### src/rtl/mo_pkg.sv
// Shared constants and channel state encoding for the motion-object
// line-buffer address generator.
package mo_pkg;

    localparam int MO_AW       = 8;
    localparam int MO_SRW      = 16;
    localparam int MO_SPR_W    = 16;
    localparam int MO_CHANNELS = 2;

    typedef enum logic {
        MO_IDLE   = 1'b0,
        MO_ACTIVE = 1'b1
    } mo_state_e;

endpackage

### src/rtl/mo_addr_channel.sv
// One line-buffer X counter with a direction latch and a fixed-length
// write window that opens on load.
module mo_addr_channel
    import mo_pkg::*;
#(
    parameter int AW    = MO_AW,
    parameter int SPR_W = MO_SPR_W
) (
    input  logic          clk,
    input  logic          reset,
    input  logic          ce,
    input  logic [AW-1:0] start_x,
    input  logic          ld_n,
    input  logic          cl_n,
    input  logic          flip,
    output logic [AW-1:0] addr,
    output logic          wr_win,
    output logic          dir
);

    localparam int RW = (SPR_W > 1) ? $clog2(SPR_W) : 1;
    localparam logic [RW-1:0] REM_INIT = RW'(SPR_W - 1);

    mo_state_e     state;
    logic [RW-1:0] remaining;

    assign wr_win = (state == MO_ACTIVE);

    always_ff @(posedge clk or posedge reset) begin
        if (reset) begin
            addr      <= '0;
            dir       <= 1'b0;
            state     <= MO_IDLE;
            remaining <= '0;
        end else if (ce) begin
            if (!ld_n) begin
                addr      <= start_x;
                dir       <= flip;
                state     <= MO_ACTIVE;
                remaining <= REM_INIT;
            end else if (!cl_n) begin
                addr      <= '0;
                dir       <= 1'b0;
                state     <= MO_IDLE;
                remaining <= '0;
            end else begin
                // Counter keeps scanning even with the window closed.
                addr <= dir ? addr - AW'(1) : addr + AW'(1);
                if (state == MO_ACTIVE) begin
                    if (remaining == '0)
                        state <= MO_IDLE;
                    else
                        remaining <= remaining - RW'(1);
                end
            end
        end
    end

endmodule

### src/rtl/mo_line_addr_gen.sv
// Bank of independent motion-object line-buffer address counters
// sharing one start X, pixel enable and flip request.
module mo_line_addr_gen
    import mo_pkg::*;
#(
    parameter int CHANNELS = MO_CHANNELS,
    parameter int AW       = MO_AW,
    parameter int SRW      = MO_SRW,
    parameter int SPR_W    = MO_SPR_W
) (
    input  logic                   clk,
    input  logic                   reset,
    input  logic                   ce,
    input  logic [SRW-1:0]         sr,
    input  logic [CHANNELS-1:0]    ld_n,
    input  logic [CHANNELS-1:0]    cl_n,
    input  logic                   flip,
    output logic [CHANNELS*AW-1:0] addr,
    output logic [CHANNELS-1:0]    wr_win,
    output logic [CHANNELS-1:0]    dir
);

    logic [AW-1:0] start_x;

    assign start_x = sr[SRW-1 -: AW];

    for (genvar i = 0; i < CHANNELS; i++) begin : g_ch
        mo_addr_channel #(
            .AW    (AW),
            .SPR_W (SPR_W)
        ) u_ch (
            .clk     (clk),
            .reset   (reset),
            .ce      (ce),
            .start_x (start_x),
            .ld_n    (ld_n[i]),
            .cl_n    (cl_n[i]),
            .flip    (flip),
            .addr    (addr[i*AW +: AW]),
            .wr_win  (wr_win[i]),
            .dir     (dir[i])
        );
    end

endmodule
### config.mk
export PLATFORM = sky130hd
export DESIGN_NAME = mo_line_addr_gen
export DESIGN_NICKNAME = d
export VERILOG_FILES = /design/src/rtl/mo_pkg.sv /design/src/rtl/mo_addr_channel.sv /design/src/rtl/mo_line_addr_gen.sv
export SDC_FILE = /design/constraint.sdc
export NUM_CORES = 1
export LEC_CHECK = 0
export ABC_AREA = 1
export BUFFER_PORTS_ARGS = -buffer_cell sky130_fd_sc_hd__buf_4
export CAP_MARGIN = 20
export CORE_MARGIN = 2
export CORE_UTILIZATION = 45
export DETAILED_ROUTE_END_ITERATION = 8
export PLACE_DENSITY = 0.74
export SYNTH_ARGS = -nofsm -noshare
export SYNTH_HDL_FRONTEND = slang
export SYNTH_HIERARCHICAL = 1
export SYNTH_SLANG_ARGS = --single-unit
### constraint.sdc
create_clock -name clk -period 3.18 [get_ports clk]
set_clock_uncertainty 0.15 [all_clocks]
set_input_delay 0.159 -clock clk [delete_from_list [all_inputs] [get_ports clk]]
set_output_delay 0.159 -clock clk [all_outputs]
set_load 0.01 [all_outputs]
# --- Word-level counts from Yosys, hierarchy flattened ---
# Index checks and enable logic that the tools add are counted.
# Widths: inputs -> output; s select.
word_totals:
  output_inout_bits: 20
  input_bits: 24
  word_cells: 52
  reg_bits: 28
classes:
  n_reduce_logical: 6
  mux: 26
  eq_ne: 6
  n_addsub: 6
op_table:
  columns: ["op", "n"]
  rows:
  - ["$mux 8", 6]
  - ["$mux 4", 8]
  - ["$add 8x1->8 const B", 2]
  - ["$sub 8x1->8 const B", 2]
  - ["$mux 1", 12]
  - ["$logic_not 4->1", 2]
  - ["$sub 4x1->4 const B", 2]
  - ["$ne 3x2->1 const B", 2]
  - ["$ne 3x3->1 const B", 2]
  - ["$reduce_and 3->1", 2]
  - ["$ne 2x2->1 const B", 2]
  - ["$reduce_and 2->1", 2]

# --- Longest topological paths before layout ---
# Gate-level depths: netlist of run 1.
depth:
  word_depth: 5
  mapped_depth: 8
  ltp_nobuf: 8

# --- Cells and area by module ---
# Netlist of run 1, hierarchy kept.
by_module_without_submodules:
  columns: ["module", "seq_area_each_um2", "area_each_um2", "instances", "cells_each"]
  rows:
  - ["mo_addr_channel", 350.3, 1016.0, 2, 136]

# --- Worst setup path after synthesis of run 1 ---
# No wires, ideal clock.
synth_timing:
  path_type: "reg-to-reg"
  startpoint: "register g_ch[0].u_ch.dir"
  endpoint: "register g_ch[0].u_ch.addr[6]"
  required_ns: 2.957
  setup_ns: 0.073
  synth_period_minus_slack_ns: 1.694
  n_path_buf: 0
  slack_ns: 1.486
  t_arrival_ns: 1.471
  path_stages_with_launch: 8
  path_cell_list: "dfrtp_1 -> ha_1 -> or2_4 -> nand3b_1 -> nand2_1 -> nand2_1 -> nand3_2 -> a21oi_2"
synth_via:
  elab_chain_cells: 3
synth_rtl:
  columns: ["element", "line", "rtl"]
  rows:
  - ["start, declared", "mo_addr_channel.sv:18", "output logic dir"]
  - ["start signal, assigned", "mo_addr_channel.sv:38", "dir <= flip;"]
  - ["$mux 8", "mo_addr_channel.sv:48", "addr <= dir ? addr - AW'(1) : addr + AW'(1);"]
  - ["$mux 8", "mo_addr_channel.sv:41", "end else if (!cl_n) begin"]
  - ["$mux 8", "mo_addr_channel.sv:36", "if (!ld_n) begin"]
  - ["end signal, assigned", "mo_addr_channel.sv:37", "addr <= start_x;"]
  - ["end signal, assigned", "mo_addr_channel.sv:48", null]
  - ["end, declared", "mo_addr_channel.sv:16", "output logic [AW-1:0] addr,"]
# Every way passes these cells.
# A chain may end at the register's enable or synchronous reset.

# --- Final worst setup path of run 1 ---
# Ends and elaborated chain as after synthesis.

==> results of run 1 <==
[flip-flops by register name, summed over array words and instances, names as in the netlist]
register / count
g_ch.u_ch/remaining: 8
g_ch.u_ch/dir: 2
g_ch.u_ch/addr: 16
g_ch.u_ch/wr_win: 2
[metrics by stage]
step / utilization, % / std cells
after floorplan: - / 272
after global placement: 53.7 / 355
after detailed placement: 53.7 / 355
after CTS: 55.9 / 363
after global routing: 55.9 / 363
final: 55.9 / 363
[worst max-delay path, stage by stage, from the launching register on]
cell and delay [ns]:
dfrtp_1 0.60, ha_1 0.35, or2_4 0.27, nand3b_1 0.11, nand2_1 0.06, nand2_1 0.07, nand3_2 0.06, a21oi_2 0.11
[logic make-up after synthesis]
| family | Yosys count | synth area share (%) |
|---|---|---|
| XOR/XNOR | 2 | 0.862 |
| flip-flops | 28 | 34.5 |
| buffers and inverters | 40 | 7.88 |
| AND/OR/NAND/NOR | 130 | 28.7 |
| adder cells (fa/ha/maj) | 18 | 11.8 |
| AO/OA/AOI/OAI | 54 | 16.3 |
[layer usage]
layer / share of wire [%] / GRT usage (%) / vias to the layer above
li1: - / - / 987
met5: 0 / 0 / -
met4: 0.38 / 3.35 / 0
met2: 49 / 34.1 / 42
met3: 5.8 / 4.70 / 2
met1: 45 / 24.5 / 894
[report_power, final]
part	leakage, nW	internal, W	total, W	switching [W]
Combinational	0.897	0.000197	0.000444	0.000248
Clock	0.0288	0.000111	0.000224	0.000113
Sequential	0.328	0.000409	0.000469	0.0000599
Total	1.25	0.000716	0.00114	0.000420
[synth_stat cells]
cell,number
inv_4,2
o21ai_0,12
xor2_1,2
inv_2,2
o21ai_4,2
nand2_1,56
nand3_1,28
dfrtp_1,28
fa_1,2
nor2_1,32
o221ai_1,2
nand4_1,2
a221oi_1,2
nand2_2,2
buf_2,4
o31ai_1,2
or2_4,2
a21oi_1,24
ha_1,16
a21oi_2,2
o21a_1,2
o21ai_1,2
nand3_2,4
a31oi_1,4
nand3b_1,4
inv_1,32
[cell type report]
class | count | area (um^2) | area share, %
Multi-Input combinational cell | 204 | 1170 | 48.1
Sequential cell | 28 | 701 | 28.8
Timing Repair Buffer | 39 | 303 | 12.4
Inverter | 36 | 140 | 5.76
Tap cell | 52 | 65.1 | 2.67
Clock buffer | 4 | 55.1 | 2.26
[timing repair]
item,CTS,global route
setup endpoints to repair,0,0
hold buffers,4,0
hold endpoints to repair,34,0
buffers inserted,0,0
[path summary, 6_finish.rpt]
| check | start | end | slack, ns | cells past startpoint |
|---|---|---|---|---|
| setup / recovery | g_ch[0].u_ch/dir$_DFFE_PP0P_ | g_ch[0].u_ch/addr[6]$_DFFE_PP0P_ | 1.34 | 7 |
| hold / removal | sr[11] | g_ch[1].u_ch/addr[3]$_DFFE_PP0P_ | -0.003 | 3 |
| setup reg to reg | g_ch[0].u_ch/dir$_DFFE_PP0P_ | g_ch[0].u_ch/addr[6]$_DFFE_PP0P_ | 1.34 | 7 |
| hold reg to reg | g_ch[1].u_ch/addr[3]$_DFFE_PP0P_ | g_ch[1].u_ch/addr[3]$_DFFE_PP0P_ | 0.40 | 2 |
| max in group asynchronous | reset | g_ch[0].u_ch/addr[7]$_DFFE_PP0P_ | 2.17 | 3 |
| min in group asynchronous | reset | g_ch[1].u_ch/wr_win$_DFFE_PP0P_ | 0.34 | 3 |
==> out/qor.yml, run 1 <==
grt:
  track_usage_pct: 19.4
  grt_pass1_vias: 1834
  grt_max_degree: 23
  grt_first_pass_wirelength_mm: 7.99
  grt_overflow_total: 0
  antenna_found_initial: 0
timing:
  period_needed_ns: 1.84
  timing.hold.ws_ns: -0.00296
  setup_tns_ns: 0
  fin_crit_sh_pct: 57.9
  setup_viol: 0
  setup_ws_ns: 1.34
  timing.fmax_ghz: 0.543
  tightest_slew_ns: 0.560
  maxSlewViolCount: 0
  maxSlewHeadroom_pct: 62.7
  rsz0062_at_grt: "false"
  hold_violations: 1
drt:
  drt_first_pass_iters: 4
  via_per_inst: 5.30
  vias: 1925
  wire_per_inst_um: 12.4
  antenna_left: 0
  remaining_drc_errors: 0
  drt-total-wl_mm: 4.52
  drtIter0Drc: 107
job:
  maxCapViolCount: 0
layout:
  synthToLayoutAreaGrowth_pct: 19.8
  nNetsFinal: 354
  mostFrequentLayoutCells: "56 x nand2_1, 35 x buf_4, 32 x inv_1, 32 x nor2_1"
  drive_above_1_share_pct: 17.7
  diodes: 0
  fill_cells: 407
  final_common_cell: "nand2_1"
  final_area_mm2: 0.00243
status:
  violations: "hold timing"
  status: "finished, violations left"
clock_network:
  cts_tree: "built"
  cts_buffer_depth: 2
  cts_resized: 0
  clock_latency_ns: 0.28
  clkTransAtPathRegs_ns: 0.09
  clock_sinks: 28
  cts_buffers: 3
  htree_levels: 1
  cts-root-buf: "clkbuf_8"
worst_setup_path:
  setup.worst_path.end_class: "register"
  path_max_fanout: 10
  crit_type: "reg -> reg"
  crit_required_ns: 3.24
  worstPathArrival_ns: 1.90
  worstSetupStartpointType: "register"
place:
  dp_hpwl_mm: 3.53
  place_area_mm2: 0.00234
  post-place-ws_ns: 1.34
  port_buffers: 35
  gp_congestion: 0.810
synth:
  ys_ff_latch: 28
  ys_warn_count: 6
  syn_area_per_cell_um2: 7.47
  synth_cells: 272
  yosysSeqAreaShare_pct: 34.5
  syn-cell-area_mm2: 0.00203
  yosysTopAreaCellShare_pct: 34.5
  syn_nets: 314
  synth_cell_types: 26
  synth.area.top_cells: "dfrtp_1 34%, nand2_1 10%, ha_1 9.9%"
  synth_top_area_cell: "dfrtp_1"
floorplanning:
  io_pins: 44
  core_area_mm2: 0.00435
  die_area_mm2: 0.00507
  start_util_pct: 46.7
  fp-row-count: 24
  die_w_um: 71.2
  fp.dieH_um: 71.2
min_path:
  hold_class: "in -> reg"
power:
  ir_drop_mv: 0.245
  power-per-cell-area_mw_per_mm2: 467
  power_w: 0.00114
  leakagePower_nw: 1.25
No activity file was read; power rests on OpenSTA's default activity.
==> run 2: changes to the inputs <==
- PLACE_DENSITY: 0.74 -> 0.77
- clock period: 3.18 -> 1.55 ns (I/O delays scaled with it)
==> run 2 against run 1 <==
Effect of this change:
- the run ends with setup timing left
- clock-buffer cell count fell by 1
- sequential power rose by 100%
- sequential share of layout area fell by 5.6 points
- utilization rose by 14 points
- cell area rose by 25%
==> out/qor.yml, run 2 (synthesized netlist as in run 1, its figures left out) <==
timing:
  setup_viol: 13  # was 0
  tightest_slew_ns: 0.588  # was 0.560 ns
  rsz0062_at_grt: "true"  # was false
  period_needed_ns: 1.76  # was 1.84 ns
  setup_ws_ns: -0.205  # was 1.34 ns
  maxSlewHeadroom_pct: 60.8  # was 62.7%
  fin_crit_sh_pct: 113  # was 57.9%
  setup_tns_ns: -1.28  # was 0 ns
  maxSlewViolCount: 0  # unchanged
  hold_violations: 0  # was 1
  timing.fmax_ghz: 0.570  # was 0.543 GHz
worst_setup_path:
  reg2reg_from: "g_ch[1].u_ch/dir$_DFFE_PP0P_"  # was g_ch[0].u_ch/dir$_DFFE_PP0P_
  worstSetupStartpointType: "register"  # unchanged
  reg2regPathDepth: 9  # was 7
  worstPathArrival_ns: 1.83  # was 1.90 ns
  crit_type: "reg -> reg"  # unchanged
  crit_required_ns: 1.63  # was 3.24 ns
  setup.worst_path.end_class: "register"  # unchanged
  path_max_fanout: 5  # was 10
  cp-startpoint: "g_ch[1].u_ch/dir$_DFFE_PP0P_"  # was g_ch[0].u_ch/dir$_DFFE_PP0P_
layout:
  top_register: "g_ch.u_ch/addr"  # unchanged
  post-route-util_pct: 70.0  # was 55.9%
  reg_top3: "g_ch.u_ch/addr x16, g_ch.u_ch/remaining x8"  # unchanged
  final_area_mm2: 0.00305  # was 0.00243 mm^2
  mostFrequentLayoutCells: "71 x buf_4, 49 x nand2_1, 32 x nor2_1"  # was 56 x nand2_1, 35 x buf_4, 32 x inv_1, 32 x nor2_1
  largest_register_ffs: 16  # unchanged
  drive_above_1_share_pct: 36.2  # was 17.7%
  synthToLayoutAreaGrowth_pct: 50.0  # was 19.8%
  diodes: 0  # unchanged
  final_common_cell: "buf_4"  # was nand2_1
  nNetsFinal: 403  # was 354
clock_network:
  clkTransAtPathRegs_ns: 0.10  # was 0.09 ns
  cts_buffers: 3  # unchanged
  clock_latency_ns: 0.28  # about the same
  htree_levels: 1  # unchanged
  cts_tree: "built"  # unchanged
  cts-root-buf: "clkbuf_8"  # unchanged
  clock_sinks: 28  # unchanged
  cts_buffer_depth: 2  # unchanged
place:
  post-place-ws_ns: -0.144  # was 1.34 ns
  place_area_mm2: 0.00258  # was 0.00234 mm^2
  port_buffers: 35  # unchanged
  gp_congestion: 0.852  # was 0.810
  dp_hpwl_mm: 3.87  # was 3.53 mm
drt:
  vias: 2184  # was 1925
  antenna_left: 0  # unchanged
  wire_per_inst_um: 14.7  # was 12.4 um
  drt-total-wl_mm: 6.05  # was 4.52 mm
  via_per_inst: 5.31  # was 5.30
  drt_first_pass_iters: 4  # unchanged
  drtIter0Drc: 129  # was 107
  remaining_drc_errors: 0  # unchanged
grt:
  grt_overflow_total: 0  # unchanged
  antenna_found_initial: 0  # unchanged
  grt_pass1_vias: 2209  # was 1834
  track_usage_pct: 24.2  # was 19.4%
  grt_max_degree: 17  # was 23
  grt_first_pass_wirelength_mm: 9.91  # was 7.99 mm
floorplanning:
  io_pins: 44  # unchanged
  die_area_mm2: 0.00507  # unchanged
  fp.dieH_um: 71.2  # unchanged
  start_util_pct: 46.7  # unchanged
  core_area_mm2: 0.00435  # unchanged
  fp-row-count: 24  # unchanged
  die_w_um: 71.2  # unchanged
power:
  leakagePower_nw: 1.48  # was 1.25 nW
  power-per-cell-area_mw_per_mm2: 911  # was 467 mW/mm^2
  ir_drop_mv: 0.579  # was 0.245 mV
job:
  maxCapViolCount: 0  # unchanged
min_path:
  hold_class: "in -> async"  # was in -> reg
status:
  status: "finished, violations left"  # unchanged
  violations: "setup timing"  # was hold timing
run 2: cell count changes in the layout (fill, tap and decap cells not counted), sizes merged:
cell	before	now
buf	35	73
inv	36	35
clkinvlp	0	1
clkbuf	4	3
dlygate4sd3	4	15
run 2: path summary, 6_finish.rpt:
path	end	slack [ns]
setup / recovery	g_ch[1].u_ch/addr[6]$_DFFE_PP0P_	-0.21
hold / removal	g_ch[0].u_ch/addr[7]$_DFFE_PP0P_	0.26
setup reg to reg	g_ch[1].u_ch/addr[6]$_DFFE_PP0P_	-0.21
hold reg to reg	g_ch[0].u_ch/wr_win$_DFFE_PP0P_	0.40
max in group asynchronous	g_ch[1].u_ch/dir$_DFFE_PP0P_	0.57
min in group clk	g_ch[0].u_ch/wr_win$_DFFE_PP0P_	0.40
run 2: per-stage QoR:
stage / instances / hold slack [ns] / power [W]
finish: 411 / 0.263 / 0.00278
global route: 411 / 0.315 / 0.00298
CTS: 406 / 0.274 / 0.00268
detailed placement: 382 / 0.0340 / 0.00208
global placement: 382 / 0.0289 / 0.00204
floorplan: 272 / -0.183 / 0.00162
run 2: critical path: stages, from the launching register on:
cell and delay, ns:
dfrtp_2 0.42, buf_6 0.15, fa_2 0.36, nand2_2 0.09, nand2_2 0.07, nand3b_1 0.13
nand2_1 0.07, nand2_1 0.08, nand3_2 0.07, a21oi_2 0.12
run 2: final cells by class:
type,count,area (um^2)
Fill cell,323,1310
Inverter,36,144
Timing Repair Buffer,88,706
Clock buffer,3,41.3
Multi-Input combinational cell,204,1390
Tap cell,52,65.1
Sequential cell,28,706
run 2: routing by layer:
layer	share of wire (%)	track usage, %	up-vias
met5	0	0	-
met4	1.7	8.81	0
met3	4.0	3.13	8
met2	50	41.8	58
met1	44	30.9	1030
li1	-	-	1088
run 2: power breakdown:
group / switching, W / leakage (nW) / internal [W]
clock network: 0.000246 / 0.0216 / 0.000176
registers: 0.000115 / 0.323 / 0.000841
logic: 0.000695 / 1.14 / 0.000705
run 2: repair_timing:
action	in CTS	in global routing
hold buffers	15	0
endpoints found under the hold margin	53	0
setup buffers	6	5
gates resized for setup	25	13
cloned	0	0
pin swaps	2	7
endpoints found under the setup margin	12	16
==> run 3: changes to the inputs <==
- CORE_ASPECT_RATIO: unset -> 1.1
- CTS_BUF_LIST: unset -> sky130_fd_sc_hd__clkbuf_16
==> run 3 against run 2 <==
Effect of this change:
- the run still ends with setup timing left
- critical endpoint is now g_ch[0].u_ch/addr[6]$_DFFE_PP0P_
- clock power up 86%
- utilization increased by 2.2 points
- highest routed layer unchanged
- sequential power is 0.5% higher
- clock-buffer cell count stayed put
- sequential share of layout area fell by 0.51 points
- combinational power hardly changed
==> out/qor.yml, run 3 (synthesized netlist as in run 1, its figures left out) <==
worst_setup_path:
  worstPathArrival_ns: 1.84  # was 1.83 ns
  setup.worst_path.end_class: "register"  # unchanged
  path_max_fanout: 6  # was 5
  crit_required_ns: 1.59  # was 1.63 ns
  crit_type: "reg -> reg"  # unchanged
  worstSetupStartpointType: "register"  # unchanged
floorplanning:
  core_area_mm2: 0.00432  # was 0.00435 mm^2
  io_pins: 44  # unchanged
  fp.dieH_um: 74.5  # was 71.2 um
  fp-row-count: 25  # was 24
  die_w_um: 68.1  # was 71.2 um
  die_area_mm2: 0.00507  # about the same
  start_util_pct: 47.1  # was 46.7%
layout:
  reg_top3: "g_ch.u_ch/addr x16, g_ch.u_ch/remaining x8"  # unchanged
  diodes: 0  # unchanged
  top_register: "g_ch.u_ch/addr"  # unchanged
  seq_area_um2: 706  # unchanged
  largest_register_ffs: 16  # unchanged
  mostFrequentLayoutCells: "67 x buf_4, 44 x nand2_1, 31 x inv_1, 31 x nor2_1, 24 x dfrtp_1"  # was 71 x buf_4, 49 x nand2_1, 32 x nor2_1
  final_area_mm2: 0.00312  # was 0.00305 mm^2
  multi_input_area_mm2: 0.00140  # was 0.00139 mm^2
  fill_cells: 334  # was 323
  synthToLayoutAreaGrowth_pct: 53.4  # was 50.0%
  post-route-util_pct: 72.2  # was 70.0%
  drive_above_1_share_pct: 37.3  # was 36.2%
  nNetsFinal: 400  # was 403
  final_common_cell: "buf_4"  # unchanged
grt:
  grt_max_degree: 20  # was 17
  grt_first_pass_wirelength_mm: 8.71  # was 9.91 mm
  antenna_found_initial: 0  # unchanged
  grt_overflow_total: 0  # unchanged
  grt_pass1_vias: 1972  # was 2209
  track_usage_pct: 22.7  # was 24.2%
timing:
  fin_crit_sh_pct: 116  # was 113%
  maxSlewViolCount: 0  # unchanged
  hold_violations: 0  # unchanged
  timing.hold.ws_ns: 0.0153  # was 0.263 ns
  setup_viol: 14  # was 13
  period_needed_ns: 1.80  # was 1.76 ns
  maxSlewHeadroom_pct: 61.1  # was 60.8%
  rsz0062_at_grt: "true"  # unchanged
  setup_tns_ns: -1.55  # was -1.28 ns
  setup_ws_ns: -0.250  # was -0.205 ns
  timing.fmax_ghz: 0.555  # was 0.570 GHz
  tightest_slew_ns: 0.583  # was 0.588 ns
drt:
  drtIter0Drc: 166  # was 129
  via_per_inst: 5.30  # was 5.31
  drt-total-wl_mm: 5.78  # was 6.05 mm
  remaining_drc_errors: 0  # unchanged
  antenna_left: 0  # unchanged
  wire_per_inst_um: 14.1  # was 14.7 um
  vias: 2178  # was 2184
  drt_first_pass_iters: 4  # unchanged
power:
  clockPowerShare_pct: 24.8  # was 15.2%
  ir_drop_mv: 0.544  # was 0.579 mV
  power-per-cell-area_mw_per_mm2: 1010  # was 911 mW/mm^2
  seqPwrFrac_pct: 30.4  # was 34.4%
  p_int_w: 0.00207  # was 0.00172 W
  pwr-share-comb_pct: 44.8  # was 50.4%
  leakagePower_nw: 1.52  # was 1.48 nW
  switching_share_pct: 34.4  # was 38.0%
  switchingPower_w: 0.00109  # was 0.00106 W
min_path:
  hold_class: "in -> reg"  # was in -> async
place:
  post-place-ws_ns: -0.170  # was -0.144 ns
  dp_hpwl_mm: 3.73  # was 3.87 mm
  place_area_mm2: 0.00256  # was 0.00258 mm^2
  port_buffers: 35  # unchanged
  gp_congestion: 0.890  # was 0.852
clock_network:
  clkTransAtPathRegs_ns: 0.08  # was 0.10 ns
  htree_levels: 1  # unchanged
  clock_latency_ns: 0.27  # was 0.28 ns
  clock_sinks: 28  # unchanged
  cts-root-buf: "clkbuf_16"  # was clkbuf_8
  cts_buffer_depth: 2  # unchanged
  cts_buffers: 3  # unchanged
  cts_tree: "built"  # unchanged
job:
  maxCapViolCount: 0  # unchanged
status:
  violations: "setup timing"  # unchanged
  status: "finished, violations left"  # unchanged
==> run 3: cell types whose count changed in the layout (fill, tap and decap cells not counted), moves of 2 or more <==
cell	delta
nand2_2	+3
buf_4	-4
clkbuf_16	+3
buf_6	+2
nand2_4	+2
a21oi_1	+2
nand2_1	-5
dlygate4sd3_1	-2
clkbuf_8	-3
a21oi_2	-2
==> run 3: routing by layer <==
layer / vias up / track usage, % / part of all wire (%)
li1: 1084 / - / -
met1: 1019 / 28.1 / 42
met2: 65 / 41.2 / 52
met3: 10 / 2.87 / 4.3
met4: 0 / 6.22 / 1.7
met5: - / 0 / 0
==> run 3: worst max-delay path: stages, from the launching register on <==
cell and delay, ns:
dfrtp_2 0.48, buf_6 0.16, fa_2 0.34, nand2_2 0.09, nand2_2 0.07, nand3b_1 0.11
nand2_1 0.06, nand2_1 0.07, nand3_2 0.07, a21oi_2 0.13
==> run 3: repair_timing <==
action                                 CTS  global route
endpoints found under the hold margin   46             0
resized for setup                       22            22
pin swaps                               11            19
hold buffers                            13             0
setup endpoints to repair               12            13
setup buffers                            7             5
==> run 3: power groups by stage <==
stage,sequential (W),clock [W],combinational [W]
after floorplan,0.000991,0,0.000625
after global placement,0.000968,0,0.00107
after detailed placement,0.000971,0,0.00110
after CTS,0.000957,0.000792,0.00129
after global routing,0.000975,0.000830,0.00155
final,0.000961,0.000784,0.00142
==> run 3: worst paths after layout <==
path / start / endpoint / slack, ns / depth (start not counted)
setup / recovery: g_ch[0].u_ch/dir$_DFFE_PP0P_ / g_ch[0].u_ch/addr[6]$_DFFE_PP0P_ / -0.25 / 9
hold / removal: sr[8] / g_ch[1].u_ch/addr[0]$_DFFE_PP0P_ / 0.02 / 4
setup reg to reg: g_ch[0].u_ch/dir$_DFFE_PP0P_ / g_ch[0].u_ch/addr[6]$_DFFE_PP0P_ / -0.25 / 9
hold reg to reg: g_ch[0].u_ch/wr_win$_DFFE_PP0P_ / g_ch[0].u_ch/wr_win$_DFFE_PP0P_ / 0.40 / 2
max in group asynchronous: reset / g_ch[1].u_ch/dir$_DFFE_PP0P_ / 0.55 / 3
min in group asynchronous: reset / g_ch[0].u_ch/remaining[2]$_DFFE_PP0P_ / 0.27 / 3
==> run 3: final cells by class <==
class	instances	share of cell area, %
inverter	36	4.50
clock buffer	3	2.41
tap	54	2.17
timing repair buffer	85	22.4
multi-input combinational	204	44.9
sequential	28	22.6
clock inverter	1	0.963
==> run 3: metrics by stage <==
step	power (W)	cells
2_1_floorplan	0.00162	272
5_1_grt	0.00336	411
3_3_place_gp	0.00204	382
4_1_cts	0.00304	406
3_5_place_dp	0.00207	382
6_report	0.00316	411
